$ cat config.mk
export PLATFORM = sky130hd
export DESIGN_NAME = control_flat
export DESIGN_NICKNAME = d
export VERILOG_FILES = /design/src/rtl/control_pkg.sv /design/src/rtl/control_if.sv /design/src/rtl/control_decode.sv /design/src/rtl/control.sv /design/src/flat_wrapper.sv
export SDC_FILE = /design/constraint.sdc
export NUM_CORES = 1
export LEC_CHECK = 0
export BUFFER_PORTS_ARGS = -buffer_cell sky130_fd_sc_hd__buf_2
export CORE_AREA = 2 2 39 41
export CTS_CLUSTER_DIAMETER = 120
export DETAILED_ROUTE_END_ITERATION = 6
export DIE_AREA = 0 0 41 43
export GPL_ROUTABILITY_DRIVEN = 0
export SYNTH_ARGS = -nofsm -noshare
export SYNTH_HDL_FRONTEND = slang
export SYNTH_SLANG_ARGS = --single-unit
$ cat constraint.sdc
create_clock -name clk -period 2 [get_ports clk]
set_input_delay 0.5 -clock clk [delete_from_list [all_inputs] [get_ports clk]]
set_output_delay 0.5 -clock clk [all_outputs]
set_load 0.05 [all_outputs]
$ cat src/rtl/control_pkg.sv
// Shared encodings for the main instruction decoder: opcode and ALUop constants
// plus the packed control word carried from decode to the output register.
package control_pkg;

   localparam logic [5:0] OP_RTYPE = 6'b000000;
   localparam logic [5:0] OP_LW    = 6'b100011;
   localparam logic [5:0] OP_SW    = 6'b101011;
   localparam logic [5:0] OP_BEQ   = 6'b000100;
   localparam logic [5:0] OP_BNE   = 6'b000101;
   localparam logic [5:0] OP_J     = 6'b000010;

   localparam logic [1:0] ALU_ADD   = 2'b00;
   localparam logic [1:0] ALU_SUB   = 2'b01;
   localparam logic [1:0] ALU_FUNCT = 2'b10;

   typedef struct packed {
      logic       reg_dst;
      logic       jump;
      logic       beq;
      logic       bne;
      logic       mem_read;
      logic       mem_to_reg;
      logic       mem_write;
      logic [1:0] alu_op;
      logic       alu_src;
      logic       reg_write;
   } ctrl_word_t;

endpackage

$ cat src/rtl/control_if.sv
// Opcode in, registered control word out; master drives Instruction, slave is the decoder.
interface control_if;

   logic [5:0] Instruction;
   logic       RegDst;
   logic       Jump;
   logic       BEQ;
   logic       BNE;
   logic       MemRead;
   logic       MemToReg;
   logic       MemWrite;
   logic [1:0] ALUop;
   logic       ALUsrc;
   logic       RegWrite;
   logic       Illegal;

   modport master (
      output Instruction,
      input  RegDst, Jump, BEQ, BNE, MemRead, MemToReg, MemWrite, ALUop, ALUsrc, RegWrite, Illegal
   );

   modport slave (
      input  Instruction,
      output RegDst, Jump, BEQ, BNE, MemRead, MemToReg, MemWrite, ALUop, ALUsrc, RegWrite, Illegal
   );

endinterface

$ cat src/rtl/control_decode.sv
// Purely combinational opcode -> control word map; unsupported opcodes yield a NOP
// control word with illegal raised.
module control_decode
   import control_pkg::*;
(
   input  logic [5:0] opcode,
   output ctrl_word_t ctrl,
   output logic       illegal
);

   always_comb begin
      ctrl    = '0;
      illegal = 1'b0;
      case (opcode)
         OP_RTYPE: begin
            ctrl.reg_dst   = 1'b1;
            ctrl.reg_write = 1'b1;
            ctrl.alu_op    = ALU_FUNCT;
         end
         OP_LW: begin
            ctrl.alu_src    = 1'b1;
            ctrl.mem_read   = 1'b1;
            ctrl.mem_to_reg = 1'b1;
            ctrl.reg_write  = 1'b1;
            ctrl.alu_op     = ALU_ADD;
         end
         OP_SW: begin
            ctrl.alu_src   = 1'b1;
            ctrl.mem_write = 1'b1;
            ctrl.alu_op    = ALU_ADD;
         end
         OP_BEQ: begin
            ctrl.beq    = 1'b1;
            ctrl.alu_op = ALU_SUB;
         end
         OP_BNE: begin
            ctrl.bne    = 1'b1;
            ctrl.alu_op = ALU_SUB;
         end
         OP_J: begin
            ctrl.jump   = 1'b1;
            ctrl.alu_op = ALU_ADD;
         end
         default: illegal = 1'b1;
      endcase
   end

endmodule

$ cat src/rtl/control.sv
// Main control unit: decodes the opcode sampled on each rising edge and presents
// the registered control word one cycle later; synchronous reset clears everything.
module control
   import control_pkg::*;
(
   input  logic clk,
   input  logic rst,
   control_if.slave bus
);

   ctrl_word_t ctrl_d;
   ctrl_word_t ctrl_q;
   logic       illegal_d;
   logic       illegal_q;

   control_decode u_decode (
      .opcode  (bus.Instruction),
      .ctrl    (ctrl_d),
      .illegal (illegal_d)
   );

   always_ff @(posedge clk) begin
      if (rst) begin
         ctrl_q    <= '0;
         illegal_q <= 1'b0;
      end else begin
         ctrl_q    <= ctrl_d;
         illegal_q <= illegal_d;
      end
   end

   assign bus.RegDst   = ctrl_q.reg_dst;
   assign bus.Jump     = ctrl_q.jump;
   assign bus.BEQ      = ctrl_q.beq;
   assign bus.BNE      = ctrl_q.bne;
   assign bus.MemRead  = ctrl_q.mem_read;
   assign bus.MemToReg = ctrl_q.mem_to_reg;
   assign bus.MemWrite = ctrl_q.mem_write;
   assign bus.ALUop    = ctrl_q.alu_op;
   assign bus.ALUsrc   = ctrl_q.alu_src;
   assign bus.RegWrite = ctrl_q.reg_write;
   assign bus.Illegal  = illegal_q;

endmodule

$ cat src/flat_wrapper.sv
// flat-port wrapper written by rule: the top's interface ports become plain ports
module control_flat import control_pkg::*;
  (clk, rst, bus_Instruction, bus_RegDst, bus_Jump, bus_BEQ, bus_BNE, bus_MemRead, bus_MemToReg, bus_MemWrite, bus_ALUop, bus_ALUsrc, bus_RegWrite, bus_Illegal);
  control_if bus_i ();
  input  logic clk;
  input  logic rst;
  input wire logic [$bits(bus_i.Instruction)-1:0] bus_Instruction;
  output wire logic [$bits(bus_i.RegDst)-1:0] bus_RegDst;
  output wire logic [$bits(bus_i.Jump)-1:0] bus_Jump;
  output wire logic [$bits(bus_i.BEQ)-1:0] bus_BEQ;
  output wire logic [$bits(bus_i.BNE)-1:0] bus_BNE;
  output wire logic [$bits(bus_i.MemRead)-1:0] bus_MemRead;
  output wire logic [$bits(bus_i.MemToReg)-1:0] bus_MemToReg;
  output wire logic [$bits(bus_i.MemWrite)-1:0] bus_MemWrite;
  output wire logic [$bits(bus_i.ALUop)-1:0] bus_ALUop;
  output wire logic [$bits(bus_i.ALUsrc)-1:0] bus_ALUsrc;
  output wire logic [$bits(bus_i.RegWrite)-1:0] bus_RegWrite;
  output wire logic [$bits(bus_i.Illegal)-1:0] bus_Illegal;
  assign bus_i.Instruction = bus_Instruction;
  assign bus_RegDst = bus_i.RegDst;
  assign bus_Jump = bus_i.Jump;
  assign bus_BEQ = bus_i.BEQ;
  assign bus_BNE = bus_i.BNE;
  assign bus_MemRead = bus_i.MemRead;
  assign bus_MemToReg = bus_i.MemToReg;
  assign bus_MemWrite = bus_i.MemWrite;
  assign bus_ALUop = bus_i.ALUop;
  assign bus_ALUsrc = bus_i.ALUsrc;
  assign bus_RegWrite = bus_i.RegWrite;
  assign bus_Illegal = bus_i.Illegal;
  control u_core (.clk(clk), .rst(rst), .bus(bus_i));
endmodule
# Yosys cells after proc, flatten, opt, wreduce, memory -nomap -nowiden

Index checks and enable logic that the tools add are counted.

Flip-flop bits (word level): 12
Input port bits: 8
Output and inout port bits: 12
Word-level logic and storage cells: 31

Eq/ne operators: 5
Muxes and demuxes: 10
Reductions and logical operators: 5

Operator list:

| cell                                          | count |
|---|---|
| == test 6 x 3 -> 1 bit, second input constant | 2 |
| == test 6 bit, second input constant          | 2 |
| 2-to-1 mux 1 bit                              | 8 |
| == test 6 x 2 -> 1 bit, second input constant | 1 |
| logical NOT 6 bit                             | 1 |
| OR reduction 2 bit                            | 3 |
| OR reduction 6 bit                            | 1 |
| one-hot mux 2 bit (2 select lines)            | 1 |
| 2-to-1 mux 2 bit                              | 1 |

# Longest topological paths before layout

Gate-level depths: netlist of run 1.

Depth in word-level cells: 3
Depth in mapped cells: 4
Mapped depth without buffers: 4

# Modules after synthesis

A second synthesis of run 1 with hierarchy kept.

Cell total of the unflattened synthesis: 48
Area total of the unflattened synthesis: 529.3 µm²

Modules (own cells, without submodules):

| module         | times used | cells each | area an instance (µm²) | seq. area each (µm²) |
|---|---|---|---|---|
| control        | 1          | 25         | 366.6                  | 240.2 |
| control_decode | 1          | 23         | 162.7                  | 0.0 |

# Worst setup path before layout of run 1

OpenSTA, ideal clock, no wires.

Kind: register -> output
From: reg u_core.ctrl_q, in the netlist u_core.bus.ALUop[1]
To: out bus_ALUop[1]
Data arrival time: 894 ps
Path slack: 606 ps
Cell stages (with the launch flop): 2
Buffers on the path: 1
Path through: dfxtp_1 -> buf_4

RTL lines:

| what                   | RTL line           | source |
|---|---|---|
| start, declared        | control.sv:12      | `ctrl_word_t ctrl_q;` |
| start signal, assigned | control.sv:27      | `ctrl_q <= ctrl_d;` |
| end, declared          | flat_wrapper.sv:15 | `output wire logic [$bits(bus_i.ALUop)-1:0] bus_ALUop;` |

No word-level cell between the ends.

# Worst setup path after layout of run 1

From: reg u_core.ctrl_q, in the netlist u_core.bus.MemToReg
To: out bus_MemToReg

RTL lines:

| what          | RTL line           | source |
|---|---|---|
| end, declared | flat_wrapper.sv:13 | `output wire logic [$bits(bus_i.MemToReg)-1:0] bus_MemToReg;` |

No word-level cell between the ends.

==> results of run 1 <==
==> how the worst max path moves through the flow <==
stage                         end                 from  cells past startpoint  slack, ns
6_report             bus_MemToReg  u_core.bus.MemToReg                      1       0.66
5_1_grt               bus_MemRead  u_core.bus.MemToReg                      1       0.61
4_1_cts              bus_MemToReg  u_core.bus.MemToReg                      1       0.64
3_3_place_gp   u_core.bus.Illegal   bus_Instruction[2]                      4       0.65
3_5_place_dp   u_core.bus.Illegal   bus_Instruction[2]                      4       0.65
2_1_floorplan        bus_ALUop[1]  u_core.bus.ALUop[1]                      1       0.61
==> synth_stat cells (all sizes together) <==
master | number | share of area
and2 | 2 | 0.037
and3 | 2 | 0.044
buf | 2 | 0.044
dfxtp | 10 | 0.59
inv | 1 | 0.011
mux2 | 1 | 0.033
nand2 | 1 | 0.011
nand3 | 1 | 0.015
nand4 | 1 | 0.037
nor2 | 3 | 0.033
nor2b | 1 | 0.018
nor3 | 5 | 0.089
nor4 | 1 | 0.018
o22ai | 1 | 0.018
==> stage by stage <==
step / instance area, µm² / cells / hold WS (ns) / util
final: 462 / 68 / 0.460 / 0.334
after detailed placement: 439 / 65 / 0.720 / 0.317
after floorplan: 339 / 32 / 0.572 / -
after CTS: 462 / 68 / 0.455 / 0.334
after global placement: 439 / 65 / 0.713 / 0.317
after global routing: 462 / 68 / 0.485 / 0.334
==> where the power goes <==
group,internal (mW),switching (mW)
clock network,0.0687,0.0554
registers,0.202,0.000605
logic,0.0118,0.0246
total,0.282,0.0807
==> layout make-up <==
type | count | share of cell area
sequential | 10 | 0.434
multi-input combinational | 19 | 0.260
clock buffer | 3 | 0.0488
tap | 16 | 0.0434
timing repair buffer | 19 | 0.206
inverter | 1 | 0.00813
==> cells by family (layout without fill, tap and decap cells) <==
kind of cell | after synthesis | count (layout) | synth area share
flops | 10 | 10 | 0.590
compound gates | 1 | 1 | 0.0185
mux | 1 | 1 | 0.0332
buf+inv | 3 | 23 | 0.0553
simple gates | 17 | 17 | 0.303
==> state kept, by name (all words and copies together) (netlist names) <==
register,flops
u_core.bus.BNE,1
u_core.bus.MemWrite,1
u_core.bus.ALUsrc,1
u_core.bus.ALUop,2
u_core.bus.RegWrite,1
u_core.bus.BEQ,1
u_core.bus.Jump,1
u_core.bus.MemToReg,1
u_core.bus.Illegal,1
==> routing by layer <==
metal / routed length, µm / vias up
met5: 0 / -
met3: 58 / 0
met4: 0 / 0
li1: - / 149
met1: 232 / 126
met2: 343 / 14
==> reports/metrics.yaml, run 1 <==
clocking:
  tritoncts.num_buffers: 3
  cts-htree-levels: 1
  postCtsHoldBufs: 0
  cts_root_buffer: "sky130_fd_sc_hd__clkbuf_4"
  cts_repair_resize_count: 0
  tritoncts_num_sinks: 10
  clk_path_buf_depth: 2
  cts_setup_buffers: 0
  tritoncts: "done"
  clkTransAtPathRegs_ns: 0.06
yosys:
  ys.warnings.count: 0
  netlist_area_um2: 339
  postSynthNetCount: 40
  sequential_to_total_area_share_from_yosys_stat: 0.590
  postSynthCellCount: 32
  synth.avg_cell_area_um2: 10.6
  synth_cell_type_count: 15
  synth-seq-cells: 10
global_route:
  pin_count_of_the_biggest_net_entering_global_routing: 8
  global_route.overflow_total: 0
  first_global_vias: 266
  gr-usage-met3: 0.0209
  wire_length_of_the_first_global_routing_pass_um: 993
  grt_util_met1: 0.0839
  grt_antenna_before_repair: 0
  met2_usage: 0.138
  globalRoute.busiestLayer: "met2"
  grt_use_total: 0.0834
sta:
  report.final.setup_viol: 0
  finalWorstPathRequiredPeriod_ns: 1.34
  grt_setup_unrepaired: "false"
  fraction_of_the_cycle_the_final_worst_path_needs: 0.671
  hold_viol_final: 0
  max_freq_ghz: 0.745
  setup_ws_ns: 0.658
  report.final.slew_viol_count: 0
  worst_slew_pin_slew_ns: 0.259
  worst_relative_slew_slack: 0.826
  timing.setup.tns_ns: 0
worst_setup_path:
  worstSetupStartpointType: "register"
  timing.setup.critical_path_class: "reg -> out"
  timing.critical_path.to_type: "output port"
  worst-path-max-fanout: 2
  slowest_delay_ns: 0.33
  critical-path-slowest-cell: "sky130_fd_sc_hd__dfxtp_1"
  critical_path_buf_inv_count: 1
  timing.critical_path.cells: "buf_2"
  cp_data_required_time_ns: 1.50
  critical-path-top-delay-family: "flip-flops"
  cp.arrival_ns: 0.84
placement:
  place.port_buffers: 19
  dp_hpwl_um: 533
  preCtsSetupSlack_ns: 0.646
routing:
  drt-total-wl_um: 634
  route.vias.total: 289
  ant_nets: 0
  drt-wirelength-per-cell_um: 9.32
  detail_route.first_pass.iterations: 3
  drtIter0Drc: 8
  detail_route.drc_violations: 0
  average_via_count_per_standard_cell: 4.25
die:
  initial_core_util: 0.245
  row_count: 14
  die_area_um2: 1760
  dieWidth_um: 41
  design.core.area_um2: 1380
  boundaryPins: 20
  die_y_um: 43
power:
  leakagePower_nw: 0.242
  pwr_density_cell_nw_per_um2: 787
  post-layout-total-power_mw: 0.363
  ir_drop_v: 0.000160
worst_hold_path:
  worst_hold_path.num_cells: 2
  hold_crit_start: "rst"
  holdCritPathClass: "in -> reg"
  min_to: "u_core.bus.Illegal"
cells_and_area:
  final-seq-area_um2: 200
  fill_cells: 155
  final_layout_size_suffix_gt1_frac: 0.538
  most_frequent_cells_in_the_layout: "19 x sky130_fd_sc_hd__buf_2, 10 x sky130_fd_sc_hd__dfxtp_1, 4 x sky130_fd_sc_hd__nor3_1, 3 x sky130_fd_sc_hd__nor2_1, 3 x sky130_fd_sc_hd__clkbuf_4"
  area_delta_synth_final_pct: 36.2
  nNetsFinal: 62
  leading_cell_type_in_the_layout_fill_and_taps_excluded: "sky130_fd_sc_hd__buf_2"
  antennaDiodeCount: 0
  multi_input_area_um2: 120
run_status:
  run_status: "finished clean"
job:
  timing.max_cap.violations: 0
Note: power is estimated with default switching activity, not from simulation.
==> inputs of run 2 (changes only) <==
- clock period: 2 -> 1.2 ns (I/O delays scaled with it)
==> run 2 against run 1 <==
  * Core utilization is 0.99 points higher
  * Highest routed layer is now met4
  * Routed wire length is 2.8% higher
  * Setup slack worse by 0.60 ns
  * Critical endpoint unchanged
  * Critical path depth stayed put
  * Total power is 89% higher
  * Non-clock buffer count stayed put
  * Clock power is 130% higher
==> reports/metrics.yaml, run 2 (synthesized netlist as in run 1, its figures left out) <==
cells_and_area:
  antennaDiodeCount: 0  # unchanged
  leading_cell_type_in_the_layout_fill_and_taps_excluded: "sky130_fd_sc_hd__buf_2"
  area_delta_synth_final_pct: 40.2
  most_frequent_cells_in_the_layout: "19 x sky130_fd_sc_hd__buf_2, 10 x sky130_fd_sc_hd__dfxtp_1, 4 x sky130_fd_sc_hd__nor3_1, 3 x sky130_fd_sc_hd__nor2_1, 3 x sky130_fd_sc_hd__clkbuf_4"
  final_layout_size_suffix_gt1_frac: 0.547  # +0.00871
  nNetsFinal: 62  # unchanged
  final_area_um2: 475  # +3.0%
  layoutNonFillerInstCount: 69  # +1.5%
  fill_cells: 152  # -1.9%
  final-seq-area_um2: 200  # unchanged
  multi_input_area_um2: 120  # unchanged
  largest_reg_flops: 2  # unchanged
worst_setup_path:
  worst-path-max-fanout: 2  # unchanged
  worstSetupStartpointType: "register"
  critical-path-top-delay-family: "flip-flops"
  timing.critical_path.cells: "buf_2"
  cp_data_required_time_ns: 0.90  # -0.60 ns
  timing.critical_path.to_type: "output port"
  critical_path_buf_inv_count: 1  # unchanged
  timing.setup.critical_path_class: "reg -> out"
  slowest_delay_ns: 0.32  # about the same
  critical-path-slowest-cell: "sky130_fd_sc_hd__dfxtp_1"
  cp.arrival_ns: 0.84  # about the same
routing:
  route.vias.total: 291  # +0.69%
  drtIter0Drc: 1  # -7
  drt-total-wl_um: 652  # +2.8%
  ant_nets: 0  # unchanged
  average_via_count_per_standard_cell: 4.22  # -0.77%
  drt-wirelength-per-cell_um: 9.45  # +1.3%
  detail_route.drc_violations: 0  # unchanged
  detail_route.first_pass.iterations: 3  # unchanged
clocking:
  tritoncts: "done"
  clkTransAtPathRegs_ns: 0.07  # about the same
  tritoncts_num_sinks: 10  # unchanged
  cts-htree-levels: 1  # unchanged
  cts_setup_buffers: 0  # unchanged
  cts_repair_resize_count: 0  # unchanged
  clk_path_buf_depth: 2  # unchanged
  cts_root_buffer: "sky130_fd_sc_hd__clkbuf_4"
  tritoncts.num_buffers: 3  # unchanged
  postCtsHoldBufs: 0  # unchanged
placement:
  preCtsSetupSlack_ns: 0.0449  # -0.601 ns
  place_area_um2: 439  # unchanged
  dp_hpwl_um: 533  # +0.11%
  place.port_buffers: 19  # unchanged
  numPlacedInstances: 65  # unchanged
sta:
  report.final.slew_viol_count: 0  # unchanged
  timing.setup.tns_ns: 0  # unchanged
  report.final.setup_viol: 0  # unchanged
  worst_relative_slew_slack: 0.834  # +0.00809
  fraction_of_the_cycle_the_final_worst_path_needs: 0.948
  fin_worst_hold_slack_ns: 0.262  # -0.198 ns
  worst_slew_pin_slew_ns: 0.247  # -0.0120 ns
  hold_viol_final: 0  # unchanged
  grt_setup_unrepaired: "false"
  finalWorstPathRequiredPeriod_ns: 1.14
  setup_ws_ns: 0.0626  # -0.595 ns
  max_freq_ghz: 0.879
die:
  row_count: 14  # unchanged
  boundaryPins: 20  # unchanged
  dieWidth_um: 41  # unchanged
  die_area_um2: 1760  # unchanged
  design.core.area_um2: 1380  # unchanged
  initial_core_util: 0.245  # unchanged
  die_y_um: 43  # unchanged
run_status:
  run_status: "finished clean"
worst_hold_path:
  holdCritPathClass: "in -> reg"
global_route:
  global_route.overflow_total: 0  # unchanged
  first_global_vias: 252  # -5.3%
  grt_use_total: 0.0855  # +0.00210
  grt_antenna_before_repair: 0  # unchanged
  pin_count_of_the_biggest_net_entering_global_routing: 8  # unchanged
  wire_length_of_the_first_global_routing_pass_um: 979  # -1.4%
power:
  leakagePower_nw: 0.250  # +3.0%
  pwr_density_cell_nw_per_um2: 1440  # +84%
  ir_drop_v: 0.000268  # +68%
job:
  timing.max_cap.violations: 0  # unchanged
-- run 2: power by group --
group	internal, mW	switching [mW]	leakage, nW
clock	0.184	0.105	0.0210
combinational	0.0196	0.0412	0.148
sequential	0.336	0.000928	0.0810
-- run 2: final timing paths --
| check | start | endpoint | slack (ns) | cells past startpoint |
|---|---|---|---|---|
| setup / recovery | u_core.bus.MemToReg | bus_MemToReg | 0.06 | 1 |
| hold / removal | rst | u_core.bus.Illegal | 0.26 | 2 |
-- run 2: final cells by class --
type                    instances  share of cell area
clock buffers                   4              0.0763
inverters                       1             0.00789
repair buffers                 19               0.200
multi-input cells              19               0.253
flip-flops and latches         10               0.421
well taps                      16              0.0421
-- run 2: per-layer routing --
metal  track usage  share of wire  vias to the layer above
met5             0              0                        -
met4        0.0800          0.021                        0
met3        0.0262           0.10                        2
met2         0.138           0.51                       14
met1        0.0777           0.37                      124
li1              -              -                      151
-- run 2: per-stage QoR --
stage	power [mW]	util
detailed placement	0.406	0.317
floorplan	0.376	-
global route	0.717	0.344
finish	0.687	0.344
CTS	0.693	0.344
global placement	0.406	0.317
==> inputs of run 3 (changes only) <==
- clock period: 1.2 -> 1.25 ns (I/O delays scaled with it)
==> run 3 against run 2 <==
  * Design area shrank 2.9%
  * Clock power down 30%
  * Count of clock-buffer cells in the layout decreased by 1
  * Routed wire length fell by 6.0%
  * Cell count fell by 1.4%
==> reports/metrics.yaml, run 3 (synthesized netlist as in run 1, its figures left out) <==
worst_setup_path:
  worst-path-max-fanout: 2  # unchanged
  cp.arrival_ns: 0.83  # about the same
  timing.setup.critical_path_class: "reg -> out"
  critical_path_buf_inv_count: 1  # unchanged
  worstSetupStartpoint: "u_core.bus.MemToReg"
  slowest_delay_ns: 0.32  # about the same
  timing.critical_path.to_type: "output port"
  critical-path-top-delay-family: "flip-flops"
  cp_data_required_time_ns: 0.94  # +0.04 ns
  timing.critical_path.cells: "buf_2"
  worstSetupStartpointType: "register"
  critical-path-slowest-cell: "sky130_fd_sc_hd__dfxtp_1"
cells_and_area:
  antennaDiodeCount: 0  # unchanged
  most_frequent_cells_in_the_layout: "19 x sky130_fd_sc_hd__buf_2, 10 x sky130_fd_sc_hd__dfxtp_1, 4 x sky130_fd_sc_hd__nor3_1, 3 x sky130_fd_sc_hd__nor2_1, 3 x sky130_fd_sc_hd__clkbuf_4"
  area_delta_synth_final_pct: 36.2
  fill_cells: 146  # -3.9%
  leading_cell_type_in_the_layout_fill_and_taps_excluded: "sky130_fd_sc_hd__buf_2"
  final_layout_size_suffix_gt1_frac: 0.538  # -0.00871
  layoutNonFillerInstCount: 68  # -1.4%
  largest_reg_flops: 2  # unchanged
  nNetsFinal: 62  # unchanged
  final_util: 0.334  # -0.00994
run_status:
  run_status: "finished clean"
sta:
  report.final.setup_viol: 0  # unchanged
  report.final.slew_viol_count: 0  # unchanged
  hold_viol_final: 0  # unchanged
  worst_relative_slew_slack: 0.821  # -0.0130
  setup_ws_ns: 0.111  # +0.0489 ns
  timing.setup.tns_ns: 0  # unchanged
  grt_setup_unrepaired: "false"
  finalWorstPathRequiredPeriod_ns: 1.14
  fraction_of_the_cycle_the_final_worst_path_needs: 0.911
  worst_slew_pin_slew_ns: 0.266  # +0.0192 ns
  max_freq_ghz: 0.878
routing:
  average_via_count_per_standard_cell: 4.47  # +6.0%
  ant_nets: 0  # unchanged
  drt-total-wl_um: 613  # -6.0%
  route.vias.total: 304  # +4.5%
  drtIter0Drc: 3  # +2
  drt-wirelength-per-cell_um: 9.01  # -4.6%
  detail_route.first_pass.iterations: 4  # +1
  detail_route.drc_violations: 0  # unchanged
die:
  design.core.area_um2: 1380  # unchanged
  row_count: 14  # unchanged
  dieWidth_um: 41  # unchanged
  initial_core_util: 0.245  # unchanged
  die_y_um: 43  # unchanged
  boundaryPins: 20  # unchanged
  die_area_um2: 1760  # unchanged
power:
  pwr-share-seq: 0.556  # +0.065
  comb_power_share: 0.100  # +0.011
  pwr_density_cell_nw_per_um2: 1260  # -13%
  share_of_power_burned_in_the_clock_network: 0.344  # -0.076
  power_switching_mw: 0.131  # -11%
  ir_drop_v: 0.000234  # -13%
  sw_frac: 0.225  # +0.0103
  post-layout-total-power_mw: 0.583  # -15%
  cell_internal_pwr_mw: 0.452  # -16%
  leakagePower_nw: 0.242  # -2.9%
worst_hold_path:
  holdCritPathClass: "in -> reg"
  hold_crit_start: "rst"
placement:
  place.port_buffers: 19  # unchanged
  preCtsSetupSlack_ns: 0.0711  # +0.0263 ns
  numPlacedInstances: 65  # unchanged
  dp_hpwl_um: 506  # -5.2%
clocking:
  clk_path_buf_depth: 2  # unchanged
  cts_repair_resize_count: 0  # unchanged
  cts_setup_buffers: 0  # unchanged
  tritoncts: "done"
  postCtsHoldBufs: 0  # unchanged
  cts_root_buffer: "sky130_fd_sc_hd__clkbuf_4"
  tritoncts.num_buffers: 3  # unchanged
  tritoncts_num_sinks: 10  # unchanged
  cts-htree-levels: 1  # unchanged
  clkTransAtPathRegs_ns: 0.06  # about the same
global_route:
  global_route.overflow_total: 0  # unchanged
  wire_length_of_the_first_global_routing_pass_um: 952  # -2.8%
  first_global_vias: 260  # +3.2%
  grt_antenna_before_repair: 0  # unchanged
  pin_count_of_the_biggest_net_entering_global_routing: 8  # unchanged
  grt_use_total: 0.0812  # -0.00427
job:
  timing.max_cap.violations: 0  # unchanged
==> run 3: changes by cell type in the layout (fill, tap and decap cells not counted) <==
cell,change
sky130_fd_sc_hd__clkbuf_8,-1
==> run 3: worst paths after layout <==
kind / end / slack, ns / cells after the start
max: bus_MemToReg / 0.11 / 1
min: u_core.bus.Illegal / 0.27 / 2
==> run 3: area by class of cell <==
cell class | instances | area (µm²) | area share
flip-flops and latches | 10 | 200 | 0.434
multi-input cells | 19 | 120 | 0.260
repair buffers | 19 | 95.1 | 0.206
clock buffers | 3 | 22.5 | 0.0488
well taps | 16 | 20.0 | 0.0434
inverters | 1 | 3.75 | 0.00813
==> run 3: power groups by stage <==
stage	combinational [mW]	sequential, mW	clock (mW)
after floorplan	0.0136	0.347	0
after global placement	0.0583	0.331	0
after detailed placement	0.0585	0.331	0
after CTS	0.0586	0.324	0.207
after global routing	0.0631	0.324	0.226
final	0.0583	0.324	0.201
==> run 3: per-layer routing <==
metal | up-vias | part of all wire | GRT usage | wire (µm)
met4 | 0 | 0.023 | 0.0800 | 14
met1 | 133 | 0.37 | 0.0769 | 224
met3 | 2 | 0.096 | 0.0157 | 59
met2 | 16 | 0.51 | 0.131 | 315
li1 | 153 | - | - | -
met5 | - | 0 | 0 | 0
==> run 3: per-stage QoR <==
stage                     hold slack (ns)  area, µm²
after global routing                0.283        462
after detailed placement            0.534        439
final                               0.271        462
after CTS                           0.266        462
after global placement              0.532        439
after floorplan                     0.384        339
